**src/rtl/counter_pkg.sv**
```systemverilog
// Shared definitions for the counters library: direction and boundary-mode
// encodings plus the width helper used to size the prescale counter.
package counter_pkg;

    typedef enum logic {
        DIR_DOWN = 1'b0,
        DIR_UP   = 1'b1
    } dir_e;

    localparam int MODE_WRAP = 0;
    localparam int MODE_SAT  = 1;

    // A prescale divide of 1 still needs a one-bit register to keep the port list uniform
    function automatic int presc_width(input int prescale);
        return (prescale <= 1) ? 1 : $clog2(prescale);
    endfunction

endpackage

```
**src/rtl/count_prescaler.sv**
```systemverilog
// Enable prescaler: turns a level count-enable into a one-cycle tick on every
// PRESCALE-th enabled cycle. restart realigns the phase to the start of a period.
module count_prescaler
    import counter_pkg::*;
#(
    parameter int PRESCALE = 1
) (
    input  logic clk,
    input  logic reset_n,
    input  logic T,
    input  logic restart,
    output logic tick
);

    localparam int PW = presc_width(PRESCALE);
    localparam logic [PW-1:0] LAST = PW'(PRESCALE - 1);

    logic [PW-1:0] pcount;

    assign tick = T && (pcount == LAST);

    // Phase counter advances only on enabled cycles and rolls over on the tick
    always_ff @(posedge clk or negedge reset_n) begin
        if (!reset_n) begin
            pcount <= '0;
        end else if (restart) begin
            pcount <= '0;
        end else if (T) begin
            if (tick) begin
                pcount <= '0;
            end else begin
                pcount <= pcount + 1'b1;
            end
        end
    end

endmodule

```
**src/rtl/mod_counter_param.sv**
```systemverilog
// Parametrised modulo-N up/down counter with parallel load, sync clear,
// wrap/saturate boundary handling, enable prescaler, terminal-count pulse
// and sticky overflow flag. All outputs are registered.
module mod_counter_param
    import counter_pkg::*;
#(
    parameter int WIDTH    = 4,
    parameter int MODULUS  = 16,
    parameter int SATURATE = 0,
    parameter int PRESCALE = 1
) (
    input  logic             clk,
    input  logic             reset_n,
    input  logic             T,
    input  logic             up_dn,
    input  logic             load,
    input  logic [WIDTH-1:0] load_val,
    input  logic             clear,
    input  logic             ovf_clr,
    output logic [WIDTH-1:0] Q,
    output logic             tc,
    output logic             ovf
);

    if (WIDTH < 1) begin : g_bad_width
        $error("mod_counter_param: WIDTH must be >= 1");
    end
    if (MODULUS < 2 || MODULUS > 2**WIDTH) begin : g_bad_modulus
        $error("mod_counter_param: MODULUS must satisfy 2 <= MODULUS <= 2**WIDTH");
    end
    if (PRESCALE < 1) begin : g_bad_prescale
        $error("mod_counter_param: PRESCALE must be >= 1");
    end

    localparam logic [WIDTH-1:0] MAXV = WIDTH'(MODULUS - 1);

    logic             tick;
    logic             restart;
    logic [WIDTH-1:0] q_next;
    logic             boundary;

    assign restart = clear | load;

    count_prescaler #(
        .PRESCALE (PRESCALE)
    ) u_prescaler (
        .clk     (clk),
        .reset_n (reset_n),
        .T       (T),
        .restart (restart),
        .tick    (tick)
    );

    // Next count value and boundary detection, honouring clear > load > count
    always_comb begin
        q_next   = Q;
        boundary = 1'b0;
        if (clear) begin
            q_next = '0;
        end else if (load) begin
            q_next = (load_val > MAXV) ? MAXV : load_val;
        end else if (tick) begin
            if (up_dn == DIR_UP) begin
                if (Q == MAXV) begin
                    boundary = 1'b1;
                    q_next   = (SATURATE == MODE_SAT) ? Q : '0;
                end else begin
                    q_next = Q + 1'b1;
                end
            end else begin
                if (Q == '0) begin
                    boundary = 1'b1;
                    q_next   = (SATURATE == MODE_SAT) ? Q : MAXV;
                end else begin
                    q_next = Q - 1'b1;
                end
            end
        end
    end

    // Register the count and the one-cycle terminal-count pulse
    always_ff @(posedge clk or negedge reset_n) begin
        if (!reset_n) begin
            Q  <= '0;
            tc <= 1'b0;
        end else begin
            Q  <= q_next;
            tc <= boundary;
        end
    end

    // Sticky overflow: a boundary event outranks a simultaneous clear request
    always_ff @(posedge clk or negedge reset_n) begin
        if (!reset_n) begin
            ovf <= 1'b0;
        end else if (boundary) begin
            ovf <= 1'b1;
        end else if (ovf_clr) begin
            ovf <= 1'b0;
        end
    end

endmodule

```
**config.mk**
```make
export PLATFORM = sky130hd
export DESIGN_NAME = mod_counter_param
export DESIGN_NICKNAME = d
export VERILOG_FILES = /design/src/rtl/counter_pkg.sv /design/src/rtl/count_prescaler.sv /design/src/rtl/mod_counter_param.sv
export SDC_FILE = /design/constraint.sdc
export NUM_CORES = 1
export LEC_CHECK = 0
export ABC_AREA = 1
export CAP_MARGIN = 30
export CORE_MARGIN = 5
export CORE_UTILIZATION = 39
export CTS_CLUSTER_SIZE = 16
export DETAILED_ROUTE_END_ITERATION = 8
export HOLD_SLACK_MARGIN = 0.05
export PLACE_DENSITY = 0.77
export SYNTH_ARGS = -nofsm -noshare
export SYNTH_HDL_FRONTEND = slang
export SYNTH_HIERARCHICAL = 1
export SYNTH_SLANG_ARGS = --single-unit
```
**constraint.sdc**
```tcl
create_clock -name clk -period 1.25 [get_ports clk]
set_input_delay 0.125 -clock clk [delete_from_list [all_inputs] [get_ports clk]]
set_output_delay 0.125 -clock clk [all_outputs]
set_load 0.01 [all_outputs]
```
==> results of run 1 <==
## path summary, 6_finish.rpt
path,startpoint,to,slack (ps),depth (start not counted)
setup / recovery,Q[1],Q[2],40,7
hold / removal,reset_n,tc,130,1
setup reg to reg,Q[1],Q[2],40,7
hold reg to reg,u_prescaler/pcount,u_prescaler/pcount,510,2
max in group asynchronous,reset_n,Q[0],850,1
min in group clk,ovf_clr,ovf,430,2
## final cells by class
class | instances | area [sq um]
clock buffers | 3 | 22.5
clock inverters | 1 | 5.00
fillers | 111 | 453
inverters | 13 | 48.8
multi-input cells | 53 | 305
flip-flops and latches | 7 | 179
well taps | 15 | 18.8
repair buffers | 27 | 253
## layout by cell type, fill, tap and decap left out, drive strengths merged
cell,count
a21oi,3
buf,11
clkbuf,3
clkdlybuf4s15,1
clkdlybuf4s50,10
clkinv,1
dfrtp,7
dlygate4sd2,4
dlymetal6s2s,1
ha,3
inv,13
nand2,23
nand3,7
nand4,2
nor2,7
o21ai,7
xor2,1
## what timing repair did
item,in CTS,in global routing
pin swaps,0,4
setup buffers,4,1
resized for setup,6,10
endpoints found under the setup margin,6,6
## metal layers
layer	up-vias	global-route usage	share of wire	wire length, um
met2	20	0.231	0.49	635
met3	2	0.0234	0.053	68
met4	0	0.0909	0.013	17
met1	240	0.178	0.44	565
met5	-	0	0	0
li1	291	-	-	-
## state kept, by name, indices dropped and copies added, names as in the netlist
register and count:
tc 1, Q 4, ovf 1, u_prescaler/pcount 1
## logic make-up after synthesis
kind of cell | count (synthesis) | share of synthesized area
flip-flops | 7 | 0.337
adder cells (fa/ha/maj) | 3 | 0.0721
AND/OR/NAND/NOR | 39 | 0.356
AO/OA/AOI/OAI | 10 | 0.103
buffers and inverters | 14 | 0.115
XOR/XNOR | 1 | 0.0168
## report_power, final
group          switching, mW  total, mW  internal, mW
clock network         0.0992      0.217         0.118
logic                  0.124      0.258         0.134
registers             0.0192      0.262         0.243
==> impl_metrics.py, run 1 <==
metrics = {
    "synthesis": {
        "synthCells": 74,
        "yosysWarnings": 6,
        "synthMostInstantiatedCell": "nand2_1",
        "synth-edff-count": 0,
        "yosysTopAreaCellShare": 0.337,
        "syn_area_sq_um": 520,
        "synth.avg_cell_area_sq_um": 7.03,
        "ys_ff_latch": 7,
        "synth.distinct_cells": 17,
        "netlist_top_cells_count": "nand2_1, inv_1, dfrtp_1, nand3_1, o21ai_0",
        "synth_area_leaders": "dfrtp_1, nand2_1, inv_1, ha_1, nand3_1",
        "yosys_most_used_dff": "dfrtp_1",
        "synthArstFlopShare": 1.00,
        "mappedNetlistNets": 88,
        "ys_seq_area_frac": 0.337,
        "yosysTopAreaCell": "dfrtp_1",
    },
    "die": {
        "die_x_um": 46.5,
        "core_sq_um": 1280,
        "die_area_sq_um": 2170,
        "die_h_um": 46.5,
        "num_rows": 13,
        "top_level_ports": 17,
        "initial_core_util": 0.405,
    },
    "placed_design": {
        "hpwlAfterDp_um": 958,
        "io_buffers": 16,
        "pre_cts_slack_ps": -12.0,
        "dpl.cell_count": 110,
        "finalWeightedCongestion": 0.790,
        "place_area_sq_um": 748,
    },
    "clock_network": {
        "cts_num_sinks": 7,
        "insertion_delay_ps": 260,
        "cts_buffers": 3,
        "ctsHoldBuffers": 0,
        "cts_tree": "yes",
        "h-tree-depth": 1,
        "cts_buffer_depth": 2,
        "path_clk_slew_ps": 60,
        "cts-root-buf": "clkbuf_4",
    },
    "outcome": {
        "status": "finished, final reports clean",
    },
    "setup_path": {
        "endpoint_kind": "register",
        "cp_cell_sequence": "inv_2 > ha_2 > xor2_1 > o21ai_1 > nand2_1 > nand2_1 > nand2_1",
        "slowest_stage": "dfrtp_2",
        "required_ps": 1400,
        "path_buf_inv": 1,
        "slowest_delay_ps": 420,
        "start_kind": "register",
        "crit_family": "flip-flops",
        "arrival_ps": 1370,
        "cp_max_fo": 6,
        "path_class": "reg2reg",
        "crit_top_cell": "nand2_1",
    },
    "power": {
        "ir_drop_uv": 556,
        "p_per_area_nw_per_um2": 886,
        "leakagePower_nw": 0.452,
        "power_mw": 0.737,
    },
    "routing": {
        "drc": 0,
        "first_iter_violations": 7,
        "via_per_inst": 4.65,
        "dr.pass1.iters": 4,
        "drt_wl_total_mm": 1.29,
        "vias": 553,
        "wl_per_cell_um": 10.8,
        "ant_nets": 0,
    },
    "timing": {
        "clock_skew_ps": 1.60,
        "fin_ws_ps": 35.8,
        "whs_ps": 130,
        "rsz0062_at_grt": "yes",
        "fin_crit_sh": 0.971,
        "final_max_slew_viol_count": 0,
        "tightest_slew_ps": 334,
        "clock.fmax_mhz": 824,
        "finalSetupViolations": 0,
        "max-slew-margin-rel": 0.777,
        "hold_viol_final": 0,
        "period_minus_slack_ps": 1210,
        "fin_setup_tns_ps": 0,
    },
    "final_layout": {
        "area_delta_synth_final_pct": 59.9,
        "postLayoutCoreUtil": 0.648,
        "final_cell_area_sq_um": 832,
        "diodes": 0,
        "nNetsFinal": 119,
        "drive_gt1_frac": 0.317,
        "fin_cells": 119,
    },
    "global_route": {
        "grt_use_total": 0.145,
        "grt_pass1_wl_mm": 2.21,
        "grt-ovfl-total": 0,
        "grt_pass1_vias": 545,
        "grt_max_degree": 9,
        "antenna_found_initial": 0,
    },
    "worst_hold_path": {
        "hp-class": "in2async",
    },
    "run": {
        "maxCapViolCount": 0,
    },
}
Note: power is estimated with default switching activity, not from simulation.
==> inputs of run 2 (changes only) <==
--- a/config.mk
+++ b/config.mk
@@ -7,12 +7,11 @@
 export LEC_CHECK = 0
 export ABC_AREA = 1
 export CAP_MARGIN = 30
-export CORE_MARGIN = 5
-export CORE_UTILIZATION = 39
+export CORE_UTILIZATION = 30
 export CTS_CLUSTER_SIZE = 16
 export DETAILED_ROUTE_END_ITERATION = 8
 export HOLD_SLACK_MARGIN = 0.05
-export PLACE_DENSITY = 0.77
+export PLACE_DENSITY = 0.63
 export SYNTH_ARGS = -nofsm -noshare
 export SYNTH_HDL_FRONTEND = slang
 export SYNTH_HIERARCHICAL = 1
==> run 2 against run 1 <==
The flow now finishes with violations (DRC). Hold slack better by 5.5 ps. Sequential cell count unchanged. Fmax grew 1.8%. Sequential power barely moved. Die area down 12%. Non-clock buffer count fell by 1. Combinational power down 6%. Critical path depth rose by 1. Routed wire length decreased by 6.4%. Total power down 4.4%. Largest power group unchanged.
==> impl_metrics.py, run 2 (synthesized netlist as in run 1, its figures left out) <==
metrics = {
    "timing": {
        "period_minus_slack_ps": 1190,
        "finalSetupViolations": 0,
        "final_max_slew_viol_count": 0,
        "clock.fmax_mhz": 838,
        "clock_skew_ps": 1.87,
        "fin_crit_sh": 0.954,
        "hold_viol_final": 0,
        "max-slew-margin-rel": 0.789,
        "tightest_slew_ps": 315,
        "rsz0062_at_grt": "yes",
        "fin_setup_tns_ps": 0,
    },
    "die": {
        "initial_core_util": 0.334,
        "die_h_um": 43.7,
        "die_area_sq_um": 1910,
        "core_sq_um": 1560,
        "top_level_ports": 17,
        "num_rows": 14,
        "die_x_um": 43.7,
    },
    "clock_network": {
        "path_clk_slew_ps": 50,
        "insertion_delay_ps": 250,
        "cts_num_sinks": 7,
        "cts_tree": "yes",
        "cts_buffer_depth": 2,
        "cts_buffers": 3,
        "h-tree-depth": 1,
        "cts-root-buf": "clkbuf_4",
    },
    "final_layout": {
        "final_cell_mix": "nand2_1, clkdlybuf4s50_1, inv_1",
        "fin_cells": 119,
        "drive_gt1_frac": 0.301,
        "area_delta_synth_final_pct": 56.3,
        "final_cell_area_sq_um": 813,
        "layout_commonest_cell": "nand2_1",
        "postLayoutCoreUtil": 0.522,
        "nNetsFinal": 118,
        "diodes": 0,
        "largest_reg_flops": 4,
        "regMostFlops": "Q",
    },
    "routing": {
        "ant_nets": 0,
        "via_per_inst": 4.57,
        "vias": 544,
        "drc": 1,
        "first_iter_violations": 12,
        "drt_wl_total_mm": 1.21,
        "wl_per_cell_um": 10.1,
        "dr.pass1.iters": 6,
    },
    "worst_hold_path": {
        "hp-class": "in2async",
    },
    "global_route": {
        "grt-ovfl-total": 0,
        "grt_pass1_vias": 517,
        "grt_pass1_wl_mm": 2.15,
        "grt_use_total": 0.157,
        "antenna_found_initial": 0,
        "grt_max_degree": 8,
    },
    "power": {
        "p_seq_frac": 0.370,
        "clkPwrFrac": 0.285,
        "p_switching_mw": 0.212,
        "leakagePower_nw": 0.454,
        "ir_drop_uv": 593,
        "pwr-share-comb": 0.345,
        "p_int_mw": 0.493,
        "power.share.switching": 0.301,
        "p_per_area_nw_per_um2": 867,
    },
    "placed_design": {
        "io_buffers": 16,
        "place_area_sq_um": 759,
        "hpwlAfterDp_um": 988,
        "finalWeightedCongestion": 0.818,
        "dpl.cell_count": 114,
    },
    "setup_path": {
        "arrival_ps": 1380,
        "slowest_stage": "dfrtp_2",
        "reg2reg_depth": 8,
        "crit_top_cell": "nand2_1",
        "cp_max_fo": 5,
        "worst-r2r-setup-slack_ps": 60,
        "path_class": "reg2reg",
        "r2r_start": "Q[1]",
        "required_ps": 1440,
        "timing.rr.end": "Q[2]",
        "slowest_delay_ps": 440,
        "start_kind": "register",
        "endpoint_kind": "register",
        "cp_cell_sequence": "ha_2 > nand2_2 > inv_1 > o21ai_1 > o21ai_1 > nand2_1 > nand2_1 > nand2_1",
    },
    "run": {
        "maxCapViolCount": 0,
    },
    "outcome": {
        "violations": "DRC",
        "status": "complete, but fails checks",
    },
}
run 2: cell types whose count changed in the layout (fill, tap and decap cells not counted), sizes merged:
| cell | delta |
|---|---|
| dlymetal6s2s | +1 |
| clkinv | -1 |
| dlygate4sd2 | -1 |
| clkbuf | +1 |
| buf | -1 |
run 2: worst max-delay path by stage:
stage	slack, ps	startpoint	cells after the start	end
4_1_cts	2	Q[2]	10	Q[3]
5_1_grt	-40	Q[1]	8	Q[2]
3_5_place_dp	3	load	6	Q[0]
3_3_place_gp	10	T	6	ovf
6_report	60	Q[1]	8	Q[2]
2_1_floorplan	50	Q[0]	7	Q[2]
run 2: timing repair:
item	in CTS	in global routing
setup endpoints to repair	6	7
resized for setup	6	11
buffers inserted	1	0
hold buffers	0	0
pin swaps	0	3
run 2: area by class of cell:
type | instances | area, sq um
Sequential cell | 7 | 179
Tap cell | 16 | 20.0
Inverter | 13 | 48.8
Fill cell | 167 | 746
Multi-Input combinational cell | 53 | 295
Timing Repair Buffer | 26 | 244
Clock buffer | 4 | 26.3
run 2: metal layers:
metal  global-route usage  wire [um]
met5                    0          0
met1                0.188        588
met2                0.245        553
met4               0.0750         12
met3               0.0625         50
run 2: critical path: cells and delay by family, from the launching register on:
| family | cells | cell delay (ps) |
|---|---|---|
| AO/OA/AOI/OAI | 2 | 210 |
| adder cells (fa/ha/maj) | 1 | 200 |
| AND/OR/NAND/NOR | 4 | 240 |
| flip-flops | 1 | 440 |
| buffers and inverters | 1 | 40 |
run 2: through the flow:
step	hold WS, ps	power (mW)	worst slack, ps
final	136	0.705	57.1
after global routing	156	0.762	-42.0
after CTS	136	0.708	1.52
after detailed placement	406	0.503	3.47
after global placement	404	0.500	13.5
after floorplan	-171	0.380	45.9
run 2: power groups by stage:
| stage | combinational (mW) | clock [mW] | sequential [mW] |
|---|---|---|---|
| 2_1_floorplan | 0.110 | 0 | 0.270 |
| 5_1_grt | 0.274 | 0.225 | 0.263 |
| 3_5_place_dp | 0.237 | 0 | 0.266 |
| 3_3_place_gp | 0.234 | 0 | 0.266 |
| 6_report | 0.243 | 0.201 | 0.261 |
| 4_1_cts | 0.237 | 0.211 | 0.260 |
==> inputs of run 3 (changes only) <==
--- a/config.mk
+++ b/config.mk
@@ -16,3 +16,4 @@
 export SYNTH_HDL_FRONTEND = slang
 export SYNTH_HIERARCHICAL = 1
 export SYNTH_SLANG_ARGS = --single-unit
+export TNS_END_PERCENT = 5
==> constraint.sdc (replaced) <==
create_clock -name clk -period 1 [get_ports clk]
set_input_delay 0.1 -clock clk [delete_from_list [all_inputs] [get_ports clk]]
set_output_delay 0.1 -clock clk [all_outputs]
set_load 0.01 [all_outputs]
==> run 3 against run 2 <==
The run ends with DRC, setup timing left. First-iteration DRC count decreased by 67%. Non-clock buffer count grew 3. Highest routed layer unchanged. Final cell count grew 2.5%.
==> impl_metrics.py, run 3 (synthesized netlist as in run 1, its figures left out) <==
metrics = {
    "power": {
        "ir_drop_uv": 579,
        "power.share.switching": 0.325,
        "pwr-share-comb": 0.402,
        "p_int_mw": 0.661,
        "clkPwrFrac": 0.264,
        "p_seq_frac": 0.335,
        "leakagePower_nw": 0.458,
        "p_switching_mw": 0.318,
        "p_per_area_nw_per_um2": 1080,
    },
    "clock_network": {
        "cts_num_sinks": 7,
        "insertion_delay_ps": 250,
        "path_clk_slew_ps": 50,
        "cts_buffer_depth": 2,
        "cts-root-buf": "clkbuf_4",
        "cts_tree": "yes",
        "h-tree-depth": 1,
        "cts_buffers": 3,
    },
    "setup_path": {
        "timing.rr.end": "Q[3]",
        "worst-r2r-setup-slack_ps": -240,
        "crit_start": "Q[0]",
        "required_ps": 1150,
        "reg2reg_depth": 11,
        "arrival_ps": 1390,
        "crit_end": "Q[3]",
        "path_class": "reg2reg",
        "r2r_start": "Q[0]",
        "cp_max_fo": 3,
        "endpoint_kind": "register",
        "start_kind": "register",
    },
    "final_layout": {
        "register_area_sq_um": 179,
        "layout_commonest_cell": "nand2_1",
        "nFillCells": 146,
        "drive_gt1_frac": 0.443,
        "final_cell_mix": "nand2_1, clkdlybuf4s50_1, buf_4",
        "area_delta_synth_final_pct": 73.6,
        "multi_input_area_sq_um": 363,
        "postLayoutCoreUtil": 0.579,
        "regMostFlops": "Q",
        "final_cell_area_sq_um": 903,
        "nNetsFinal": 121,
        "diodes": 0,
        "largest_reg_flops": 4,
    },
    "global_route": {
        "grt_max_degree": 9,
        "grt_use_total": 0.166,
        "grt-ovfl-total": 0,
        "grt_pass1_wl_mm": 2.27,
        "antenna_found_initial": 0,
        "grt_pass1_vias": 560,
    },
    "die": {
        "initial_core_util": 0.334,
        "top_level_ports": 17,
        "core_sq_um": 1560,
        "die_x_um": 43.7,
        "die_area_sq_um": 1910,
        "num_rows": 14,
        "die_h_um": 43.7,
    },
    "placed_design": {
        "io_buffers": 16,
        "pre_cts_slack_ps": -247,
        "place_area_sq_um": 782,
        "hpwlAfterDp_um": 951,
        "finalWeightedCongestion": 0.777,
    },
    "run": {
        "maxCapViolCount": 0,
    },
    "routing": {
        "drc": 2,
        "via_per_inst": 4.70,
        "wl_per_cell_um": 10.9,
        "first_iter_violations": 4,
        "ant_nets": 0,
        "vias": 573,
        "dr.pass1.iters": 6,
        "drt_wl_total_mm": 1.33,
    },
    "timing": {
        "fin_ws_ps": -239,
        "final_max_slew_viol_count": 0,
        "fin_crit_sh": 1.24,
        "clock.fmax_mhz": 807,
        "rsz0062_at_grt": "yes",
        "clock_skew_ps": 3.60,
        "finalSetupViolations": 7,
        "max-slew-margin-rel": 0.781,
        "fin_setup_tns_ps": -1120,
        "tightest_slew_ps": 327,
        "period_minus_slack_ps": 1240,
        "whs_ps": 108,
        "hold_viol_final": 0,
    },
    "outcome": {
        "status": "complete, but fails checks",
        "violations": "DRC, setup timing",
    },
    "worst_hold_path": {
        "hp-class": "in2async",
    },
}
==> run 3: cell count changes in the layout (fill, tap and decap cells not counted), sizes merged <==
| cell | delta |
|---|---|
| clkbuf | +2 |
| dlymetal6s2s | -2 |
| buf | +6 |
| dlygate4sd2 | -3 |
==> run 3: layout make-up <==
type                            instances  share of cell area
Tap cell                               16              0.0222
Multi-Input combinational cell         53               0.402
Sequential cell                         7               0.198
Clock buffer                            4              0.0291
Inverter                               13              0.0623
Timing Repair Buffer                   29               0.287
==> run 3: critical path, cell delays in order (launching register included) <==
cell	delay (ps)
dfrtp_2	370
buf_6	130
inv_6	40
ha_4	140
nand2_2	70
nand2_4	70
inv_2	50
nand2_1	50
nand2_1	70
nand2_1	50
nand2_1	60
nand2_1	40
==> run 3: power groups by stage <==
stage	registers, mW	logic, mW	clock network [mW]
after detailed placement	0.332	0.309	0
after global routing	0.329	0.428	0.298
after CTS	0.326	0.355	0.264
after floorplan	0.339	0.139	0
after global placement	0.331	0.306	0
final	0.327	0.393	0.258
==> run 3: worst min-delay path by stage <==
stage | from | to | slack [ps] | cells after the start
final | reset_n | u_prescaler/pcount | 110 | 1
after global routing | reset_n | Q[2] | 120 | 1
after floorplan | reset_n | Q[0] | -200 | 0
after detailed placement | reset_n | Q[2] | 380 | 1
after CTS | reset_n | u_prescaler/pcount | 110 | 1
after global placement | reset_n | Q[2] | 380 | 1
==> run 3: routing by layer <==
layer	share of wire	track usage	up-vias	wire length [um]
met1	0.41	0.174	257	549
li1	-	-	294	-
met2	0.52	0.278	16	691
met3	0.030	0.0417	6	40
met4	0.033	0.131	0	44
met5	0	0	-	0
==> run 3: repair_timing <==
| action | 4_1_cts | 5_1_grt |
|---|---|---|
| setup buffers | 2 | 1 |
| pin swaps | 9 | 6 |
| resized for setup | 33 | 12 |
| setup endpoints to repair | 12 | 11 |
| hold buffers | 0 | 0 |
==> run 3: through the flow <==
stage	total power [mW]	instances
final	0.979	122
after global routing	1.06	122
after CTS	0.945	121
after detailed placement	0.641	115
after global placement	0.637	115
after floorplan	0.478	74
